--- src/rtl/riscv_mstage_lsu.sv ---
// riscv_mstage_lsu
// Memory-stage load/store unit. It sits behind the E/M pipeline register and
// uses the ALU result as the effective address. It drives a request/grant/response
// doubleword bus, aligns and extends load data, and stalls the pipeline while an
// access is outstanding.
// Optional watchdog: define RISCV_MSTAGE_TIMEOUT_EN to abort accesses that stay
// in REQ/WAIT for TIMEOUT_CYCLES cycles. The abort is reported on o_riscv_mstage_buserr.
module riscv_mstage_lsu #(
    parameter int width          = 64,
    parameter int TIMEOUT_CYCLES = 255
) (
    input  logic             i_riscv_mstage_clk,
    input  logic             i_riscv_mstage_rst,
    input  logic             i_riscv_mstage_valid,
    input  logic             i_riscv_mstage_memread,
    input  logic             i_riscv_mstage_memwrite,
    input  logic [2:0]       i_riscv_mstage_memext,
    input  logic [width-1:0] i_riscv_mstage_aluresult,
    input  logic [width-1:0] i_riscv_mstage_storedata,
    output logic             o_riscv_mstage_req,
    output logic             o_riscv_mstage_we,
    output logic [width-1:0] o_riscv_mstage_addr,
    output logic [width-1:0] o_riscv_mstage_wdata,
    output logic [7:0]       o_riscv_mstage_strb,
    input  logic             i_riscv_mstage_gnt,
    input  logic             i_riscv_mstage_rvalid,
    input  logic [width-1:0] i_riscv_mstage_rdata,
    output logic [width-1:0] o_riscv_mstage_loaddata,
    output logic             o_riscv_mstage_done,
    output logic             o_riscv_mstage_stall,
    output logic             o_riscv_mstage_misaligned,
    output logic             o_riscv_mstage_buserr
);

    typedef enum logic [1:0] {IDLE, REQ, WAIT, RESP} state_t;

    state_t             state;
    logic               req_q;
    logic               we_q;
    logic [width-1:0]   addr_q;
    logic [width-1:0]   wdata_q;
    logic [7:0]         strb_q;
    logic               done_q;
    logic [width-1:0]   loaddata_q;
    logic [2:0]         off_q;
    logic [2:0]         ext_q;

    logic               memop;
    logic [1:0]         size;
    logic               mis_raw;
    logic [7:0]         strb_n;
    logic [2:0]         ext_n;
    logic [5:0]         sh;
    logic [width-1:0]   rshift;
    logic [width-1:0]   load_ext;
    logic               timeout_hit;

    assign memop = i_riscv_mstage_valid & (i_riscv_mstage_memread | i_riscv_mstage_memwrite);
    assign sh    = {i_riscv_mstage_aluresult[2:0], 3'b000};

    // Decode access size; a load with 111 or a store with bit2 set acts as a doubleword
    always_comb begin
        size  = i_riscv_mstage_memext[1:0];
        ext_n = i_riscv_mstage_memext;
        if (i_riscv_mstage_memread) begin
            if (i_riscv_mstage_memext == 3'b111) begin
                size  = 2'b11;
                ext_n = 3'b011;
            end
        end else if (i_riscv_mstage_memext[2]) begin
            size  = 2'b11;
            ext_n = 3'b011;
        end
    end

    // Natural-alignment check and byte strobes for the decoded size
    always_comb begin
        mis_raw = 1'b0;
        strb_n  = 8'hFF;
        case (size)
            2'b00: begin
                mis_raw = 1'b0;
                strb_n  = 8'h01 << i_riscv_mstage_aluresult[2:0];
            end
            2'b01: begin
                mis_raw = i_riscv_mstage_aluresult[0];
                strb_n  = 8'h03 << i_riscv_mstage_aluresult[2:0];
            end
            2'b10: begin
                mis_raw = |i_riscv_mstage_aluresult[1:0];
                strb_n  = 8'h0F << i_riscv_mstage_aluresult[2:0];
            end
            default: begin
                mis_raw = |i_riscv_mstage_aluresult[2:0];
                strb_n  = 8'hFF;
            end
        endcase
    end

    assign rshift = i_riscv_mstage_rdata >> {off_q, 3'b000};

    // Sign- or zero-extend the lane-shifted read data according to the latched load code
    always_comb begin
        load_ext = rshift;
        case (ext_q)
            3'b000:  load_ext = {{(width-8){rshift[7]}},   rshift[7:0]};
            3'b001:  load_ext = {{(width-16){rshift[15]}}, rshift[15:0]};
            3'b010:  load_ext = {{(width-32){rshift[31]}}, rshift[31:0]};
            3'b100:  load_ext = {{(width-8){1'b0}},        rshift[7:0]};
            3'b101:  load_ext = {{(width-16){1'b0}},       rshift[15:0]};
            3'b110:  load_ext = {{(width-32){1'b0}},       rshift[31:0]};
            default: load_ext = rshift;
        endcase
    end

`ifdef RISCV_MSTAGE_TIMEOUT_EN
    localparam int CNT_W = $clog2(TIMEOUT_CYCLES + 1);

    logic [CNT_W-1:0] tmo_cnt;
    logic             buserr_q;

    assign timeout_hit = (tmo_cnt == CNT_W'(TIMEOUT_CYCLES - 1));

    // Watchdog counts cycles spent in the current REQ or WAIT and restarts on every state entry
    always_ff @(posedge i_riscv_mstage_clk or negedge i_riscv_mstage_rst) begin
        if (!i_riscv_mstage_rst) begin
            tmo_cnt <= '0;
        end else if ((state == REQ && !i_riscv_mstage_gnt) || state == WAIT) begin
            tmo_cnt <= tmo_cnt + 1'b1;
        end else begin
            tmo_cnt <= '0;
        end
    end

    assign o_riscv_mstage_buserr = buserr_q;
`else
    assign timeout_hit = 1'b0;
    // Without the watchdog an access can never be aborted, so this is constant zero
    assign o_riscv_mstage_buserr = (TIMEOUT_CYCLES < 0);
`endif

    // Access sequencer: latch the request in IDLE, hold it until grant, collect the load data, then report done
    always_ff @(posedge i_riscv_mstage_clk or negedge i_riscv_mstage_rst) begin
        if (!i_riscv_mstage_rst) begin
            state      <= IDLE;
            req_q      <= 1'b0;
            we_q       <= 1'b0;
            addr_q     <= '0;
            wdata_q    <= '0;
            strb_q     <= '0;
            done_q     <= 1'b0;
            loaddata_q <= '0;
            off_q      <= '0;
            ext_q      <= '0;
`ifdef RISCV_MSTAGE_TIMEOUT_EN
            buserr_q   <= 1'b0;
`endif
        end else begin
            done_q <= 1'b0;
`ifdef RISCV_MSTAGE_TIMEOUT_EN
            buserr_q <= 1'b0;
`endif
            case (state)
                IDLE: begin
                    if (memop && !mis_raw) begin
                        state   <= REQ;
                        req_q   <= 1'b1;
                        we_q    <= ~i_riscv_mstage_memread;
                        addr_q  <= {i_riscv_mstage_aluresult[width-1:3], 3'b000};
                        wdata_q <= i_riscv_mstage_storedata << sh;
                        strb_q  <= strb_n;
                        off_q   <= i_riscv_mstage_aluresult[2:0];
                        ext_q   <= ext_n;
                    end
                end
                REQ: begin
                    if (i_riscv_mstage_gnt) begin
                        req_q <= 1'b0;
                        if (we_q) begin
                            state  <= RESP;
                            done_q <= 1'b1;
                        end else if (i_riscv_mstage_rvalid) begin
                            loaddata_q <= load_ext;
                            state      <= RESP;
                            done_q     <= 1'b1;
                        end else begin
                            state <= WAIT;
                        end
                    end else if (timeout_hit) begin
                        req_q  <= 1'b0;
                        state  <= RESP;
                        done_q <= 1'b1;
`ifdef RISCV_MSTAGE_TIMEOUT_EN
                        buserr_q <= 1'b1;
`endif
                    end
                end
                WAIT: begin
                    if (i_riscv_mstage_rvalid) begin
                        loaddata_q <= load_ext;
                        state      <= RESP;
                        done_q     <= 1'b1;
                    end else if (timeout_hit) begin
                        state  <= RESP;
                        done_q <= 1'b1;
`ifdef RISCV_MSTAGE_TIMEOUT_EN
                        buserr_q <= 1'b1;
`endif
                    end
                end
                RESP: begin
                    state <= IDLE;
                end
                default: begin
                    state <= IDLE;
                end
            endcase
        end
    end

    assign o_riscv_mstage_req        = req_q;
    assign o_riscv_mstage_we         = we_q;
    assign o_riscv_mstage_addr       = addr_q;
    assign o_riscv_mstage_wdata      = wdata_q;
    assign o_riscv_mstage_strb       = strb_q;
    assign o_riscv_mstage_done       = done_q;
    assign o_riscv_mstage_loaddata   = loaddata_q;
    assign o_riscv_mstage_misaligned = i_riscv_mstage_rst & memop & mis_raw & (state == IDLE);
    assign o_riscv_mstage_stall      = i_riscv_mstage_rst & memop & ~mis_raw & (state != RESP);

endmodule

--- config.mk ---
export PLATFORM = sky130hd
export DESIGN_NAME = riscv_mstage_lsu
export DESIGN_NICKNAME = d
export VERILOG_FILES = /design/src/rtl/riscv_mstage_lsu.sv
export SDC_FILE = /design/constraint.sdc
export NUM_CORES = 1
export LEC_CHECK = 0
export BUFFER_PORTS_ARGS = -buffer_cell sky130_fd_sc_hd__buf_2
export CAP_MARGIN = 20
export CORE_MARGIN = 1.5
export CORE_UTILIZATION = 25
export DETAILED_ROUTE_END_ITERATION = 10
export PLACE_DENSITY = 0.42
export SYNTH_ARGS = -nofsm -noshare
export SYNTH_HDL_FRONTEND = slang
export SYNTH_SLANG_ARGS = --single-unit
--- constraint.sdc ---
create_clock -name i_riscv_mstage_clk -period 4.2 [get_ports i_riscv_mstage_clk]
set_input_delay 0 -clock i_riscv_mstage_clk [delete_from_list [all_inputs] [get_ports i_riscv_mstage_clk]]
set_output_delay 0 -clock i_riscv_mstage_clk [all_outputs]
set_load 0.01 [all_outputs]
==> impl_metrics.ini <==
[status]
outcome = completed

[logic_synthesis]
synth.distinct_cells = 51
synth.most_common_cell = dfrtp_1
synth_top_family_by_area = multiplexers
syn_area_um2 = 12000
async_reset_ff_share_pct = 100
synth_compound_area_share_pct = 17.0
netlist.area_leader.share_pct = 43.3
yosysWarningCount = 0
syn_area_per_cell_um2 = 10.7
netlist.top_cell.by_area = dfrtp_1
yosys.area_share.adder_pct = 0.936
synth_seq_cells = 208
synth_top_flop_cell = dfrtp_1
synth_edf_count = 0
synthMuxAreaShare_pct = 23.1
synth_area_leaders = dfrtp_1 (43%), mux2i_1 (10%), mux2_2 (7.5%)
synth_xor_area_share_pct = 0
ys_seq_area_share_pct = 43.3
synth_simple_gate_area_share_pct = 10.8
synth_common_cells = dfrtp_1 (208), nand2_1 (124), mux2i_1 (122)
synth_cells = 1129

[floorplan]
start_util_pct = 25.2
num_io_pins = 408
dieArea_um2 = 49400
die_w_um = 222
rows = 80
core_area_um2 = 47600
die_y_um = 222

[final_layout]
area_delta_synth_final_pct = 41.8
stdcell_area_um2 = 17100
fin_cells = 2269
utilization_pct = 35.8
ff_latch_area_um2 = 5210
nFillCells = 4900
layout-drive-gt1-share_pct = 37.3
multi_input_area_um2 = 6270
nets = 1845

[power_and_ir_drop]
p_per_area_nw_per_um2 = 672
p_leak_nw = 7.78
ir_drop_v = 0.000352
p_int_mw = 6.82
switching_share_pct = 40.5
seqPwrFrac_pct = 32.4
power.total_mw = 11.5
p_clk_share_pct = 21.8
p_sw_mw = 4.65
pwr-share-comb_pct = 45.8

[clock_network]
post_cts_resized = 0
clockBufferDepth = 3
cts_root_buf = clkbuf_16
cts_tree = built
ctsHoldBuffers = 160
clkTransAtPathRegs_ps = 50
htree_levels = 1
numCtsBuffers = 27
clkLatencyLatePin_ps = 560
postCtsSetupRepairBufs = 0
cts.sinks = 208

[route]
wl_per_cell_um = 21.0
drcViolationCount = 0
drtIter0Drc = 687
drt_pass1_iterations = 7
routed_wl_um = 47600
antenna_left = 0
viasPerCell = 4.88
dr_total_vias = 11100

[worst_setup_path]
critPathMostFrequentCell = buf_4
crit_path_max_incr_delay_ps = 940
path_buf_inv = 3
required_ps = 4580
cp.arrival_ps = 3690
endpoint_kind = flop
cp-start-kind = flop
slowest_stage = dfrtp_2
cp-startpoint = off_q[1]
critical_path_class = flop to flop
rr_startpoint = off_q[1]
crit_fanout = 40
worstPathCellList = buf_4 > mux2i_1 > dlygate4sd3_1 > nand2_1 > nand4_1 > buf_4 > a41oi_2
crit_family = buffers and inverters

[timing]
fin_skew_ps = 20.8
tightest_slew_ps = 1040
setup_ws_ps = 888
finalSetupViolCount = 0
fmax_mhz = 302
hold_viol = 0
fin_crit_ps = 3310
holdWs_ps = 18.0
period_share_pct = 78.9
relSlewSlack_pct = 30.2
rsz0062_at_grt = false
maxSlewViolCount = 0
finalSetupTns_ps = 0

[global_route]
grt_pass1_vias = 11500
grt_use_total_pct = 18.8
overflow = 0
grt_max_degree = 115
antenna_found_initial = 6
grt_pass1_wl_um = 72400

[place]
finalWeightedCongestion = 0.813
placed_area_um2 = 14500
port_buffers = 403
dp_hpwl_um = 34400
dp_cells = 2060
post-place-ws_ps = 1360

[hold_path]
hold_start = i_riscv_mstage_rdata[55]
hold_class = input pin to flop

[job]
drv_cap = 0
-- cell usage in the layout, fill, tap and decap left out, drive strengths merged, types with 3 or more instances in the layout --
master,n
dlygate4sd3,160
or2,8
buf,423
nand4,3
clkinv,4
a221oi,15
mux2i,122
o21a,10
o21ai,59
nor2b,17
nor2,94
a31oi,39
bufinv,4
nand2b,26
a41oi,33
a21oi,40
nand2,124
a211o,8
nor3,6
dfrtp,208
a22oi,3
nand3b,4
a32oi,8
ha,9
o31ai,26
clkbuf,37
mux4,29
mux2,80
conb,4
a211oi,8
o2bb2ai,8
inv,11
-- flip-flops by register name (all words and copies together), names as in the netlist --
| name | count |
|---|---|
| o_riscv_mstage_loaddata | 64 |
| o_riscv_mstage_wdata | 64 |
| o_riscv_mstage_addr | 61 |
| o_riscv_mstage_strb | 8 |
| ext_q | 3 |
| off_q | 3 |
| state | 2 |
| o_riscv_mstage_done | 1 |
| o_riscv_mstage_req | 1 |
| o_riscv_mstage_we | 1 |
-- per-layer routing --
metal	track usage (%)	wire length [um]	vias up	share of wire [%]
met1	23.4	20100	5455	42
met4	4.13	863	10	1.8
met5	0	60	-	0.13
met3	4.73	3280	65	6.9
li1	-	-	5148	-
met2	32.7	23300	394	49
-- path summary, 6_finish.rpt --
kind | end | slack (ps) | cells after the start
setup / recovery | o_riscv_mstage_loaddata[58] | 890 | 7
hold / removal | o_riscv_mstage_loaddata[55] | 20 | 4
setup reg to reg | o_riscv_mstage_loaddata[58] | 890 | 7
hold reg to reg | o_riscv_mstage_wdata[57] | 470 | 2
max in group asynchronous | o_riscv_mstage_addr[18] | 3050 | 3
min in group asynchronous | o_riscv_mstage_loaddata[14] | 60 | 2
-- power groups by stage --
stage	Sequential, mW	Combinational, mW	Clock, mW
6_report	3.71	5.25	2.50
5_1_grt	3.85	5.71	2.65
4_1_cts	3.71	5.33	2.59
3_5_place_dp	3.74	5.17	0
3_3_place_gp	3.72	5.15	0
2_1_floorplan	3.90	2.90	0
-- cells by family after synthesis --
logic type,after synthesis
AND/OR/NAND/NOR,292
AO/OA/AOI/OAI,268
multiplexers,231
flip-flops,208
buffers and inverters,120
adder cells (fa/ha/maj),9
other,1
-- worst register-to-register path: cells and delay by family, from the launching register on --
family	cells	cell delay [ps]
buffers and inverters	3	1600
flip-flops	1	940
multiplexers	1	230
AO/OA/AOI/OAI	1	220
AND/OR/NAND/NOR	2	170
-- final cells by class --
| type | instances | share of cell area, % |
|---|---|---|
| clock inverters | 11 | 0.983 |
| multi-input cells | 804 | 36.7 |
| flip-flops and latches | 208 | 30.5 |
| clock buffers | 37 | 4.59 |
| diodes | 1 | 0.0147 |
| well taps | 615 | 4.51 |
| repair buffers | 583 | 22.4 |
| inverters | 10 | 0.220 |
(Power assumes the default switching activity.)
